--- src/rtl/lcd_frame_capture.sv ---
// Demultiplexes the SM510 time-multiplexed LCD drive into a double-buffered 4x32 segment frame.
// Optional per-segment persistence is enabled by defining LCD_PERSIST_EN.
module lcd_frame_capture #(
   parameter int unsigned MAIN_CLK       = 90000000,
   parameter int unsigned TIMEOUT_CYC    = MAIN_CLK / 256,
   parameter int unsigned PERSIST_FRAMES = 3
) (
   input  logic        clk,
   input  logic        rst_n,
   input  logic [3:0]  H,
   input  logic [15:0] segA,
   input  logic [15:0] segB,
   input  logic        Bs,
   input  logic [6:0]  rd_addr,
   output logic        rd_data,
   output logic [3:0]  bs_frame,
   output logic        frame_rdy,
   output logic [7:0]  frame_cnt,
   output logic        sync_err,
   output logic        stale
);

   localparam int unsigned     WD_W   = $clog2(TIMEOUT_CYC + 1);
   localparam logic [WD_W-1:0] WD_MAX = WD_W'(TIMEOUT_CYC);

   if (PERSIST_FRAMES > 3) begin : g_bad_persist
      $error("PERSIST_FRAMES must fit the 2-bit persistence counters");
   end

   logic [3:0]        h_q, h_d;
   logic [3:0][31:0]  back_q, back_d, front_q, front_d;
   logic [3:0]        back_bs_q, back_bs_d, front_bs_q, front_bs_d;
   logic [3:0]        mask_q, mask_d;
   logic [1:0]        last_com_q, last_com_d;
   logic [WD_W-1:0]   wd_q, wd_d;
   logic              rd_data_q, rd_data_d;
   logic              frame_rdy_q, frame_rdy_d;
   logic [7:0]        frame_cnt_q, frame_cnt_d;
   logic              sync_err_q, sync_err_d;
   logic              stale_q, stale_d;

   logic              onehot, step, swap, expire;
   logic [1:0]        com;

   assign onehot = (H != 4'd0) && ((H & (H - 4'd1)) == 4'd0);
   assign step   = onehot && (H != h_q);
   assign swap   = step && (com == 2'd0) && (mask_q == 4'hF);
   assign expire = !step && (wd_q == WD_MAX - 1'b1);

   always_comb begin
      com = 2'd0;
      case (H)
         4'b0010: com = 2'd1;
         4'b0100: com = 2'd2;
         4'b1000: com = 2'd3;
         default: com = 2'd0;
      endcase
   end

   always_comb begin
      h_d         = H;
      back_d      = back_q;
      back_bs_d   = back_bs_q;
      front_d     = front_q;
      front_bs_d  = front_bs_q;
      mask_d      = mask_q;
      last_com_d  = last_com_q;
      wd_d        = wd_q;
      frame_rdy_d = 1'b0;
      frame_cnt_d = frame_cnt_q;
      sync_err_d  = sync_err_q;
      stale_d     = stale_q;
      if (step) begin
         back_d[com]    = {segB, segA};
         back_bs_d[com] = Bs;
         last_com_d     = com;
         wd_d           = '0;
         if (com != last_com_q + 2'd1) sync_err_d = 1'b1;
         if (com == 2'd0) begin
            // Front takes the pre-capture back rows; the new com-0 row opens the next frame.
            if (swap) begin
               front_d     = back_q;
               front_bs_d  = back_bs_q;
               frame_rdy_d = 1'b1;
               frame_cnt_d = frame_cnt_q + 8'd1;
               stale_d     = 1'b0;
            end else if (mask_q != 4'd0) begin
               sync_err_d = 1'b1;
            end
            mask_d = 4'b0001;
         end else begin
            mask_d[com] = 1'b1;
         end
      end else if (wd_q != WD_MAX) begin
         wd_d = wd_q + 1'b1;
         if (expire) begin
            // Blanking restarts frame assembly as if fresh out of reset.
            stale_d    = 1'b1;
            front_d    = '0;
            front_bs_d = '0;
            mask_d     = '0;
            last_com_d = 2'd3;
         end
      end
   end

`ifdef LCD_PERSIST_EN
   localparam logic [1:0] PERSIST_LD = 2'(PERSIST_FRAMES);

   logic [127:0]      back_flat;
   logic [127:0][1:0] cnt_q, cnt_d;

   assign back_flat = back_q;

   always_comb begin
      cnt_d = cnt_q;
      if (swap) begin
         for (int unsigned i = 0; i < 128; i++) begin
            if (back_flat[i[6:0]])
               cnt_d[i[6:0]] = PERSIST_LD;
            else if (cnt_q[i[6:0]] != 2'd0)
               cnt_d[i[6:0]] = cnt_q[i[6:0]] - 2'd1;
         end
      end else if (expire) begin
         cnt_d = '0;
      end
   end

   assign rd_data_d = (cnt_q[rd_addr] != 2'd0);

   always_ff @(posedge clk or negedge rst_n) begin
      if (!rst_n) cnt_q <= '0;
      else        cnt_q <= cnt_d;
   end
`else
   logic [127:0] front_flat;

   assign front_flat = front_q;
   assign rd_data_d  = front_flat[rd_addr];
`endif

   always_ff @(posedge clk or negedge rst_n) begin
      if (!rst_n) begin
         h_q         <= '0;
         back_q      <= '0;
         back_bs_q   <= '0;
         front_q     <= '0;
         front_bs_q  <= '0;
         mask_q      <= '0;
         last_com_q  <= 2'd3;
         wd_q        <= '0;
         rd_data_q   <= 1'b0;
         frame_rdy_q <= 1'b0;
         frame_cnt_q <= '0;
         sync_err_q  <= 1'b0;
         stale_q     <= 1'b0;
      end else begin
         h_q         <= h_d;
         back_q      <= back_d;
         back_bs_q   <= back_bs_d;
         front_q     <= front_d;
         front_bs_q  <= front_bs_d;
         mask_q      <= mask_d;
         last_com_q  <= last_com_d;
         wd_q        <= wd_d;
         rd_data_q   <= rd_data_d;
         frame_rdy_q <= frame_rdy_d;
         frame_cnt_q <= frame_cnt_d;
         sync_err_q  <= sync_err_d;
         stale_q     <= stale_d;
      end
   end

   assign rd_data   = rd_data_q;
   assign bs_frame  = front_bs_q;
   assign frame_rdy = frame_rdy_q;
   assign frame_cnt = frame_cnt_q;
   assign sync_err  = sync_err_q;
   assign stale     = stale_q;

endmodule

--- config.mk ---
export PLATFORM = sky130hd
export DESIGN_NAME = lcd_frame_capture
export DESIGN_NICKNAME = d
export VERILOG_FILES = /design/src/rtl/lcd_frame_capture.sv
export SDC_FILE = /design/constraint.sdc
export NUM_CORES = 1
export LEC_CHECK = 0
export CORE_MARGIN = 4
export CORE_UTILIZATION = 54
export DETAILED_ROUTE_END_ITERATION = 10
export GPL_TIMING_DRIVEN = 0
export PLACE_DENSITY = 0.78
export SLEW_MARGIN = 20
export SYNTH_ARGS = -nofsm -noshare
export SYNTH_HDL_FRONTEND = slang
export SYNTH_SLANG_ARGS = --single-unit
--- constraint.sdc ---
create_clock -name clk -period 2.1 [get_ports clk]
set_clock_uncertainty 0.05 [all_clocks]
set_input_delay 0.315 -clock clk [delete_from_list [all_inputs] [get_ports clk]]
set_output_delay 0.315 -clock clk [all_outputs]
set_load 0.02 [all_outputs]
==> results of run 1 <==
per-layer routing:
layer	vias to the layer above	global-route usage [%]
met5	-	0
met4	0	6.82
met3	46	3.55
met2	320	37.6
met1	4334	35.0
li1	3528	-
placed cells by master (no fill, tap or decap), drive strengths merged, types with 10 or more instances in the layout:
cell type      netlist  routed
a22o               131     131
buf                 52      83
clkbuf              10      63
clkdlybuf4s50        0      56
dfrtp              303     303
mux2               133     133
mux4                33      33
nand2               22      22
nand3               10      10
nand4               11      11
nor2                33      33
xnor2               13      13
xor2                15      15
repair_timing:
action / 4_1_cts / 5_1_grt
gates resized for setup: 51 / 76
gates cloned: 1 / 5
pin swaps: 10 / 12
buffers inserted: 22 / 7
hold endpoints to repair: 47 / 0
hold buffers: 3 / 0
setup endpoints to repair: 293 / 276
power groups by stage:
stage	combinational (mW)	sequential [mW]	clock (mW)
after global placement	1.66	7.33	0
after floorplan	1.26	7.18	0
after global routing	2.08	7.38	5.88
final	1.94	7.30	5.58
after CTS	1.82	7.26	5.61
after detailed placement	1.75	7.34	0
cell type report:
| type | count | area [µm²] |
|---|---|---|
| flip-flops and latches | 305 | 7640 |
| fillers | 1433 | 6950 |
| multi-input cells | 494 | 5110 |
| repair buffers | 100 | 1100 |
| clock buffers | 45 | 898 |
| plain buffers | 61 | 661 |
| well taps | 313 | 392 |
| clock inverters | 11 | 133 |
| inverters | 8 | 32.5 |
kinds of logic after synthesis:
group,Yosys count,synth area share [%]
DFF,305,60.0
muxes,173,18.2
AOI/OAI and AO/OA,171,11.2
and+or+nand+nor,117,5.16
buffers and inverters,70,3.07
xor gates and xnor gates,28,1.93
adders and majority gates,5,0.482
worst paths after layout:
kind	from	end	slack [ps]	cells after the start
worst max-delay path	h_q[1]	back_q[112]	-40	8
worst min-delay path	rst_n	frame_rdy	190	2
worst max register to register	h_q[1]	back_q[112]	-40	8
worst min register to register	sync_err	sync_err	430	1
max in group asynchronous	rst_n	front_flat[72]	640	4
min in group clk	H[3]	h_q[3]	190	1
worst reg2reg max path, cell delays in order, from the launching register on:
cell and delay [ps]:
dfrtp_1 390, xor2_2 160, nor4_4 370, or2_1 170
buf_6 140, nor2_4 50, nand3_4 180, buf_12 190
mux2_4 320
sequential cells by signal, summed over array words and instances, names as in the netlist:
name,flops
mask_q,4
frame_cnt,8
last_com_q,2
bs_frame,4
sync_err,1
back_bs_q,4
rd_data,1
back_q,128
front_flat,128
stale,1
frame_rdy,1
wd_q,19
h_q,4
through the flow:
stage | instance area [µm²] | cells | hold WS (ps) | power [mW]
4_1_cts | 15600 | 1326 | 166 | 14.7
5_1_grt | 16000 | 1337 | 186 | 15.3
6_report | 16000 | 1337 | 186 | 14.8
3_5_place_dp | 14100 | 1244 | 177 | 9.10
3_3_place_gp | 14000 | 1241 | 392 | 8.99
2_1_floorplan | 13000 | 869 | -30.6 | 8.44
==> key figures, run 1 <==
Route
  • M1 wire length: 14000 µm
  • Via Count: 8228
  • Vias/cell: 6.15
  • Drt pass-1 iters: 5
  • DRT Wirelength: 32100 µm
  • Max layer used: met4
  • Detailed-route DRC error count: 0
  • Antenna viol nets, final: 0
  • WL/cell: 24.0 µm
  • Met3 routed WL: 1990 µm
  • Met2 WL: 15400 µm
  • Initial DRC count: 754

Yosys
  • Synth top area share: 59.6%
  • Seq/Total Area, Yosys: 60.0%
  • Commonest cells in the synthesized netlist: dfrtp_1 (303), a22o_1 (131), mux2_2 (131)
  • YS warnings: 0
  • Top FF cell, synth: dfrtp_1
  • Post-synth EDFFs: 0
  • Netlist cell types: 57
  • Post-synthesis cell area: 0.0127 mm²
  • Async S/R FF share, synth: 100%
  • Leading area contributor after synthesis: dfrtp_1
  • Most numerous cell in the Yosys netlist: dfrtp_1
  • Synth area leaders: dfrtp_1 (60%), mux2_2 (12%), a22o_1 (9.0%)
  • Mapped Cells: 869
  • Seq cells post-synth: 305
  • Syn avg cell area: 14.7 µm²
  • Post-Syn Nets: 919

Die
  • Starting Density: 55.6%
  • Core footprint: 0.0229 mm²
  • Io pins: 62
  • Die width: 162 µm
  • # rows: 55
  • Chip Height: 162 µm
  • Die Area: 0.0261 mm²

Clock tree
  • Worst-Skew Late Latency: 560 ps
  • Clock transition at the registers of the reported paths: 60 ps
  • Total CTS buffers: 31
  • CTS tree: built
  • Longest Clk Path Bufs: 3
  • Root Buffer: clkbuf_16
  • H-Tree Depth: 1
  • CTS Sinks: 305

Setup path
  • Critical path cell sequence: xor2_2 -> nor4_4 -> or2_1 -> buf_6 -> nor2_4 -> nand3_4 -> buf_12 -> mux2_4
  • Critical Path RT: 2490 ps
  • CP Launch Type: flip-flop
  • CP endpoint kind: flip-flop
  • CP max stage delay: 390 ps
  • CP Data Arrival Time: 2530 ps
  • CP max-delay cell: dfrtp_1
  • CP top delay family: simple AND/OR/NAND/NOR gates
  • CP Class: flip-flop to flip-flop
  • Sum of buffers and inverters on the critical path: 2
  • Max Fanout on Critical Path: 10

Cells and area
  • Finished Core Util: 69.7%
  • Share of layout cells above drive strength 1: 33.0%
  • Nets@finish: 1051
  • P&R area growth vs syn: 25.4%
  • Ant. Diodes: 0

Pwr
  • Internal Power: 11.3 mW
  • Power Density: 928 mW/mm²
  • Sequential power share: 49.2%
  • Pleak: 7.34 nW
  • Switching Share: 24.0%
  • Combinational fraction of design power: 13.1%
  • Clock network power share: 37.7%
  • VDD IR max: 0.000594 V
  • P_sw: 3.56 mW

Hold path
  • Worst hold path type: input pin to async pin

STA
  • Fmax achieved: 467 MHz
  • Period minus WS final: 2140 ps
  • Setup ws final: -40.8 ps
  • RSZ-0062 raised after global routing: yes
  • Final Hold Viols: 0
  • Tightest Pin Transition: 509 ps
  • Max Slew Vio Count: 0
  • Fin crit share: 102%
  • Setup TNS: -834 ps
  • Final setup fails: 48
  • Slew margin rel.: 66.0%

GRT
  • First-pass GRT wire length: 48900 µm
  • Vias in the first global route: 8458
  • Largest net degree at the start of global routing: 98
  • Antenna violations before repair: 0
  • GR Util All Layers: 23.8%
  • Overflow after GRT: 0

Placed design
  • Routability cong.: 0.902
  • Final HPWL DP: 20100 µm
  • I/O Buffers: 59
  • Setup slack at placement: -1530 ps

Outcome
  • Failing checks: setup timing
  • Status: finished with violations

Run
  • Max-cap violation count: 0
No activity file was read; power rests on OpenSTA's default activity.
==> inputs of run 2 (changes only) <==
- CORE_MARGIN: 4 -> unset
- PLACE_DENSITY: 0.78 -> 0.76
==> run 2 against run 1 <==
  * The run still ends with setup timing left
  * Non-clock buffer count is 10 higher
  * Clock power up 2%
  * Core utilization grew 1.9 points
  * Flip-flop and latch count unchanged
  * Cell area increased by 2.4%
  * Maximum frequency is 2.5% lower
  * Power grew 1.4%
  * Global-route usage rose by 3.3 points
  * Critical path type unchanged
==> key figures, run 2 (same netlist as run 1, synthesis figures left out) <==
Outcome
  • Status: finished with violations
  • Failing checks: setup timing

Die
  • Die Area: 0.0242 mm² (-7.3%)
  • # rows: 55 (unchanged)
  • Chip Height: 156 µm (-3.7%)
  • Core footprint: 0.0228 mm² (-0.30%)
  • Die width: 156 µm (-3.7%)
  • Io pins: 62 (unchanged)
  • Starting Density: 55.7% (+0.17 points)

Hold path
  • WHS Endpoint: h_q[2]
  • HP Start: H[2]
  • Worst hold path type: input pin to flip-flop
  • Worst hold stages: 1

Route
  • Initial DRC count: 855 (+13%)
  • Antenna viol nets, final: 0 (unchanged)
  • DRT Wirelength: 33900 µm (+5.7%)
  • WL/cell: 25.2 µm (+4.9%)
  • Vias/cell: 6.26 (+1.7%)
  • Drt pass-1 iters: 5 (unchanged)
  • Detailed-route DRC error count: 0 (unchanged)
  • Via Count: 8434 (+2.5%)

STA
  • Fin crit share: 105% (+2.6 points)
  • Final setup fails: 88 (+83%)
  • Fmax achieved: 456 MHz (-2.5%)
  • Setup TNS: -5240 ps (-4410 ps)
  • Setup ws final: -95.0 ps (-54.3 ps)
  • Period minus WS final: 2200 ps (+54.3 ps)
  • Slew margin rel.: 61.3% (-4.7 points)
  • Max Slew Vio Count: 0 (unchanged)
  • Tightest Pin Transition: 566 ps (+56.4 ps)
  • RSZ-0062 raised after global routing: yes
  • Final Hold Viols: 0 (unchanged)
  • Final hold slack: 184 ps (-2.71 ps)

Cells and area
  • Number of fill cells: 1430 (-0.21%)
  • Ant. Diodes: 0 (unchanged)
  • Register area: 0.00764 mm² (unchanged)
  • Nets@finish: 1061 (+0.95%)
  • Multi-input gate area: 0.00515 mm² (+0.86%)
  • P&R area growth vs syn: 28.5%
  • Commonest non-fill, non-tap cells in the layout: dfrtp_1 (301), a22o_1 (131), mux2_4 (80)
  • Share of layout cells above drive strength 1: 33.8% (+0.81 points)
  • Commonest non-fill, non-tap cell in the layout: dfrtp_1

Clock tree
  • CTS tree: built
  • Clock transition at the registers of the reported paths: 60 ps (about the same)
  • H-Tree Depth: 1 (unchanged)
  • Root Buffer: clkbuf_16
  • Total CTS buffers: 31 (unchanged)
  • Longest Clk Path Bufs: 3 (unchanged)
  • Worst-Skew Late Latency: 570 ps (about the same)
  • CTS Sinks: 305 (unchanged)

Setup path
  • R2R setup slack: -100 ps (-50 ps)
  • CP Data Arrival Time: 2590 ps (+60 ps)
  • R2R depth: 11 (+3)
  • Critical Path RT: 2500 ps (about the same)
  • CP endpoint kind: flip-flop
  • CP Class: flip-flop to flip-flop
  • Max Fanout on Critical Path: 5 (-5)
  • CP Launch Type: flip-flop
  • R2r endpoint: front_flat[4]
  • Critical R2R Launch: h_q[2]

Placed design
  • Routability cong.: 0.874 (-3.0%)
  • I/O Buffers: 59 (unchanged)
  • Setup slack at placement: -1500 ps (+31.8 ps)
  • Final HPWL DP: 19700 µm (-2.0%)

GRT
  • First-pass GRT wire length: 49800 µm (+1.9%)
  • Antenna violations before repair: 0 (unchanged)
  • Vias in the first global route: 8588 (+1.5%)
  • GR Util All Layers: 27.2% (+3.3 points)
  • Overflow after GRT: 0 (unchanged)
  • Largest net degree at the start of global routing: 102 (+4.1%)

Pwr
  • Power Density: 918 mW/mm² (-1.1%)
  • Pleak: 7.52 nW (+2.5%)
  • VDD IR max: 0.000649 V (+9.2%)

Run
  • Max-cap violation count: 0 (unchanged)
## run 2: changes by cell type in the layout (fill, tap and decap cells not counted), sizes merged
cell / before / now
clkinvlp: 1 / 3
clkbuf: 63 / 71
inv: 8 / 9
buf: 83 / 88
clkinv: 7 / 2
## run 2: power by group
| group | leakage (nW) | total (mW) | internal, mW | switching [mW] |
|---|---|---|---|---|
| sequential | 3.96 | 7.32 | 6.73 | 0.586 |
| combinational | 3.05 | 1.99 | 1.23 | 0.751 |
| clock | 0.511 | 5.71 | 3.40 | 2.31 |
## run 2: final cells by class
class	count	share of cell area, %
Timing Repair Buffer	112	8.58
Buffer	59	4.12
Inverter	8	0.199
Sequential cell	305	46.7
Multi-Input combinational cell	494	31.5
Clock buffer	48	5.68
Tap cell	313	2.39
Clock inverter	9	0.803
## run 2: how the worst max path moves through the flow
stage          slack [ps]  cells after the start             end        from
2_1_floorplan        -190                     11  front_flat[11]        H[0]
3_3_place_gp       -12240                      1      back_q[74]       rst_n
3_5_place_dp        -1500                      8         rd_data  rd_addr[2]
4_1_cts               -90                      9  front_flat[64]      h_q[3]
5_1_grt              -130                     11  front_flat[22]      h_q[2]
6_report             -100                     11   front_flat[4]      h_q[2]
## run 2: metal layers
layer  GRT usage [%]  wire length [µm]
met2            43.2             16400
met1            38.4             14600
met4            9.20               962
met3            4.39              1960
met5               0                 0
## run 2: critical path: stages, from the launching register on
cell and delay (ps):
dfrtp_2 440, xor2_4 190, nor4_4 50, buf_4 150, nor3_4 290, nand2_2 130
inv_4 100, nor2_4 40, buf_6 130, clkbuf_16 160, clkbuf_16 150, a22o_1 180
## run 2: what timing repair did
| action | 4_1_cts | 5_1_grt |
|---|---|---|
| gates resized for setup | 86 | 57 |
| pin swaps | 13 | 21 |
| buffers inserted | 21 | 11 |
| setup endpoints to repair | 294 | 288 |
| gates cloned | 2 | 13 |
| hold buffers | 3 | 0 |
| hold endpoints to repair | 61 | 0 |
## run 2: per-stage QoR
step | cell area, µm² | power, mW | instances | util (%)
final | 16400 | 15.0 | 1348 | 71.6
after global routing | 16400 | 15.5 | 1348 | 71.6
after CTS | 15800 | 14.9 | 1326 | 69.0
after detailed placement | 14100 | 9.10 | 1244 | 61.8
after global placement | 14000 | 8.99 | 1241 | 61.4
after floorplan | 13000 | 8.44 | 869 | -
==> inputs of run 3 (changes only) <==
- SKIP_CTS_REPAIR_TIMING: unset -> 1
==> run 3 against run 2 <==
  * Final cell count shrank 1.7%
  * Flip-flop and latch count stayed put
  * Critical path type unchanged
  * Non-clock buffer count is 23 lower
  * The run still ends with setup timing left
  * Via count is 4.1% lower
  * Clock-buffer cell count stayed put
  * Critical endpoint is now front_flat[25]
==> key figures, run 3 (same netlist as run 1, synthesis figures left out) <==
Cells and area
  • Commonest non-fill, non-tap cells in the layout: dfrtp_1 (303), a22o_1 (131), mux2_2 (74)
  • P&R area growth vs syn: 23.0%
  • Nets@finish: 1038 (-2.2%)
  • Finished Core Util: 68.5% (-3.0 points)
  • Commonest non-fill, non-tap cell in the layout: dfrtp_1
  • Multi-input gate area: 0.00500 mm² (-2.9%)
  • Share of layout cells above drive strength 1: 31.3% (-2.5 points)
  • Final instance area: 0.0157 mm² (-4.3%)
  • Number of fill cells: 1575 (+10%)
  • Register area: 0.00763 mm² (about the same)
  • Ant. Diodes: 0 (unchanged)

STA
  • Final Hold Viols: 0 (unchanged)
  • Fmax achieved: 461 MHz (+1.1%)
  • Setup ws final: -71.3 ps (+23.8 ps)
  • Final setup fails: 133 (+51%)
  • Tightest Pin Transition: 516 ps (-50.3 ps)
  • Slew margin rel.: 64.7% (+3.4 points)
  • Period minus WS final: 2170 ps (-23.8 ps)
  • RSZ-0062 raised after global routing: yes
  • Fin crit share: 103% (-1.1 points)
  • Final hold slack: 188 ps (+3.92 ps)
  • Max Slew Vio Count: 0 (unchanged)

Setup path
  • R2R setup slack: -70 ps (+20 ps)
  • Sum of buffers and inverters on the critical path: 4 (-1)
  • CP max stage delay: 400 ps (-40 ps)
  • Max Fanout on Critical Path: 10 (+5)
  • Critical R2R Launch: h_q[3]
  • Critical path cell sequence: xor2_2 -> nor4_4 -> buf_4 -> nor3_4 -> nand2_2 -> clkinv_4 -> nor2_4 -> buf_12 -> buf_6 -> a22o_1
  • R2R depth: 10 (-1)
  • CP top delay family: simple AND/OR/NAND/NOR gates
  • CP Data Arrival Time: 2620 ps (+30 ps)
  • CP Class: flip-flop to flip-flop
  • CP Launch Type: flip-flop
  • CP endpoint kind: flip-flop
  • Critical Path RT: 2550 ps (+50 ps)
  • CP max-delay cell: dfrtp_1
  • R2r endpoint: front_flat[25]

Route
  • DRT Wirelength: 30800 µm (-9.3%)
  • Vias/cell: 6.10 (-2.5%)
  • Initial DRC count: 688 (-20%)
  • Via Count: 8084 (-4.1%)
  • WL/cell: 23.2 µm (-7.7%)
  • Detailed-route DRC error count: 0 (unchanged)
  • Drt pass-1 iters: 5 (unchanged)
  • Antenna viol nets, final: 0 (unchanged)

Pwr
  • Total Power: 14.8 mW (-1.3%)
  • Internal Power: 11.3 mW (-0.78%)
  • P_sw: 3.54 mW (-2.9%)
  • Combinational fraction of design power: 12.5% (-0.7 points)
  • Power Density: 946 mW/mm² (+3.1%)
  • VDD IR max: 0.000644 V (-0.73%)
  • Switching Share: 23.9% (-0.40 points)
  • Clock network power share: 38.4% (+0.4 points)
  • Pleak: 7.18 nW (-4.6%)
  • Sequential power share: 49.2% (+0.5 points)

Run
  • Max-cap violation count: 0 (unchanged)

GRT
  • Largest net degree at the start of global routing: 102 (unchanged)
  • Antenna violations before repair: 0 (unchanged)
  • Overflow after GRT: 0 (unchanged)
  • First-pass GRT wire length: 48400 µm (-2.8%)
  • Vias in the first global route: 8413 (-2.0%)
  • GR Util All Layers: 26.3% (-0.82 points)

Clock tree
  • CTS Sinks: 305 (unchanged)
  • Longest Clk Path Bufs: 3 (unchanged)
  • Root Buffer: clkbuf_16
  • Clock transition at the registers of the reported paths: 60 ps (about the same)
  • CTS tree: built
  • Worst-Skew Late Latency: 560 ps (about the same)
  • H-Tree Depth: 1 (unchanged)
  • Total CTS buffers: 31 (unchanged)

Placed design
  • Final HPWL DP: 19700 µm (unchanged)
  • Routability cong.: 0.874 (unchanged)
  • I/O Buffers: 59 (unchanged)
  • Placed Area: 0.0141 mm² (unchanged)

Die
  • # rows: 55 (unchanged)
  • Starting Density: 55.7% (unchanged)
  • Die width: 156 µm (unchanged)
  • Chip Height: 156 µm (unchanged)
  • Io pins: 62 (unchanged)
  • Die Area: 0.0242 mm² (unchanged)
  • Core footprint: 0.0228 mm² (unchanged)

Outcome
  • Failing checks: setup timing
  • Status: finished with violations

Hold path
  • WHS Endpoint: last_com_q[0]
  • Worst hold stages: 4 (+3)
  • HP Start: H[0]
  • Worst hold path type: input pin to flip-flop
run 3: changes by cell type in the layout (fill, tap and decap cells not counted), moves of 3 or more:
| cell | delta |
|---|---|
| buf_12 | -7 |
| buf_6 | +4 |
| buf_8 | -7 |
| clkbuf_16 | -12 |
| clkbuf_4 | +3 |
| mux2_2 | +21 |
| mux2_4 | -21 |
run 3: per-stage QoR:
| stage | setup slack, ps | instances | setup TNS [ps] |
|---|---|---|---|
| after floorplan | -194 | 869 | -25260 |
| after global placement | -12240 | 1241 | -3981890 |
| after detailed placement | -1500 | 1244 | -280250 |
| after CTS | -959 | 1301 | -109250 |
| after global routing | -164 | 1325 | -21820 |
| final | -71.3 | 1325 | -4800 |
run 3: layout make-up:
cell class,instances,area share [%]
Buffer,62,3.94
Timing Repair Buffer,86,5.85
Multi-Input combinational cell,494,32.0
Clock inverter,9,0.839
Tap cell,313,2.50
Inverter,8,0.224
Sequential cell,305,48.8
Clock buffer,48,5.94
run 3: power groups by stage:
stage | Sequential, mW | Combinational (mW) | Clock, mW
global route | 7.38 | 2.01 | 5.97
finish | 7.29 | 1.85 | 5.68
floorplan | 7.18 | 1.26 | 0
CTS | 7.27 | 1.77 | 5.73
detailed placement | 7.35 | 1.75 | 0
global placement | 7.33 | 1.66 | 0
run 3: worst max path at each step:
stage | cells after the start | end | slack (ps) | start
global route | 9 | front_flat[83] | -160 | h_q[0]
floorplan | 11 | front_flat[11] | -190 | H[0]
detailed placement | 8 | rd_data | -1500 | rd_addr[2]
CTS | 8 | rd_data | -960 | rd_addr[2]
finish | 10 | front_flat[25] | -70 | h_q[3]
global placement | 1 | back_q[74] | -12240 | rst_n
run 3: metal layers:
metal,global-route usage (%),part of all wire [%],vias up
li1,-,-,3495
met1,38.3,46,4301
met2,41.4,47,229
met3,3.94,4.8,59
met4,8.08,2.6,0
met5,0,0,-
run 3: worst min-delay path, cell delays in order:
cell and delay (ps):
dlymetal6s2s_1 130, buf_8 140, o31ai_1 90, o21a_1 110
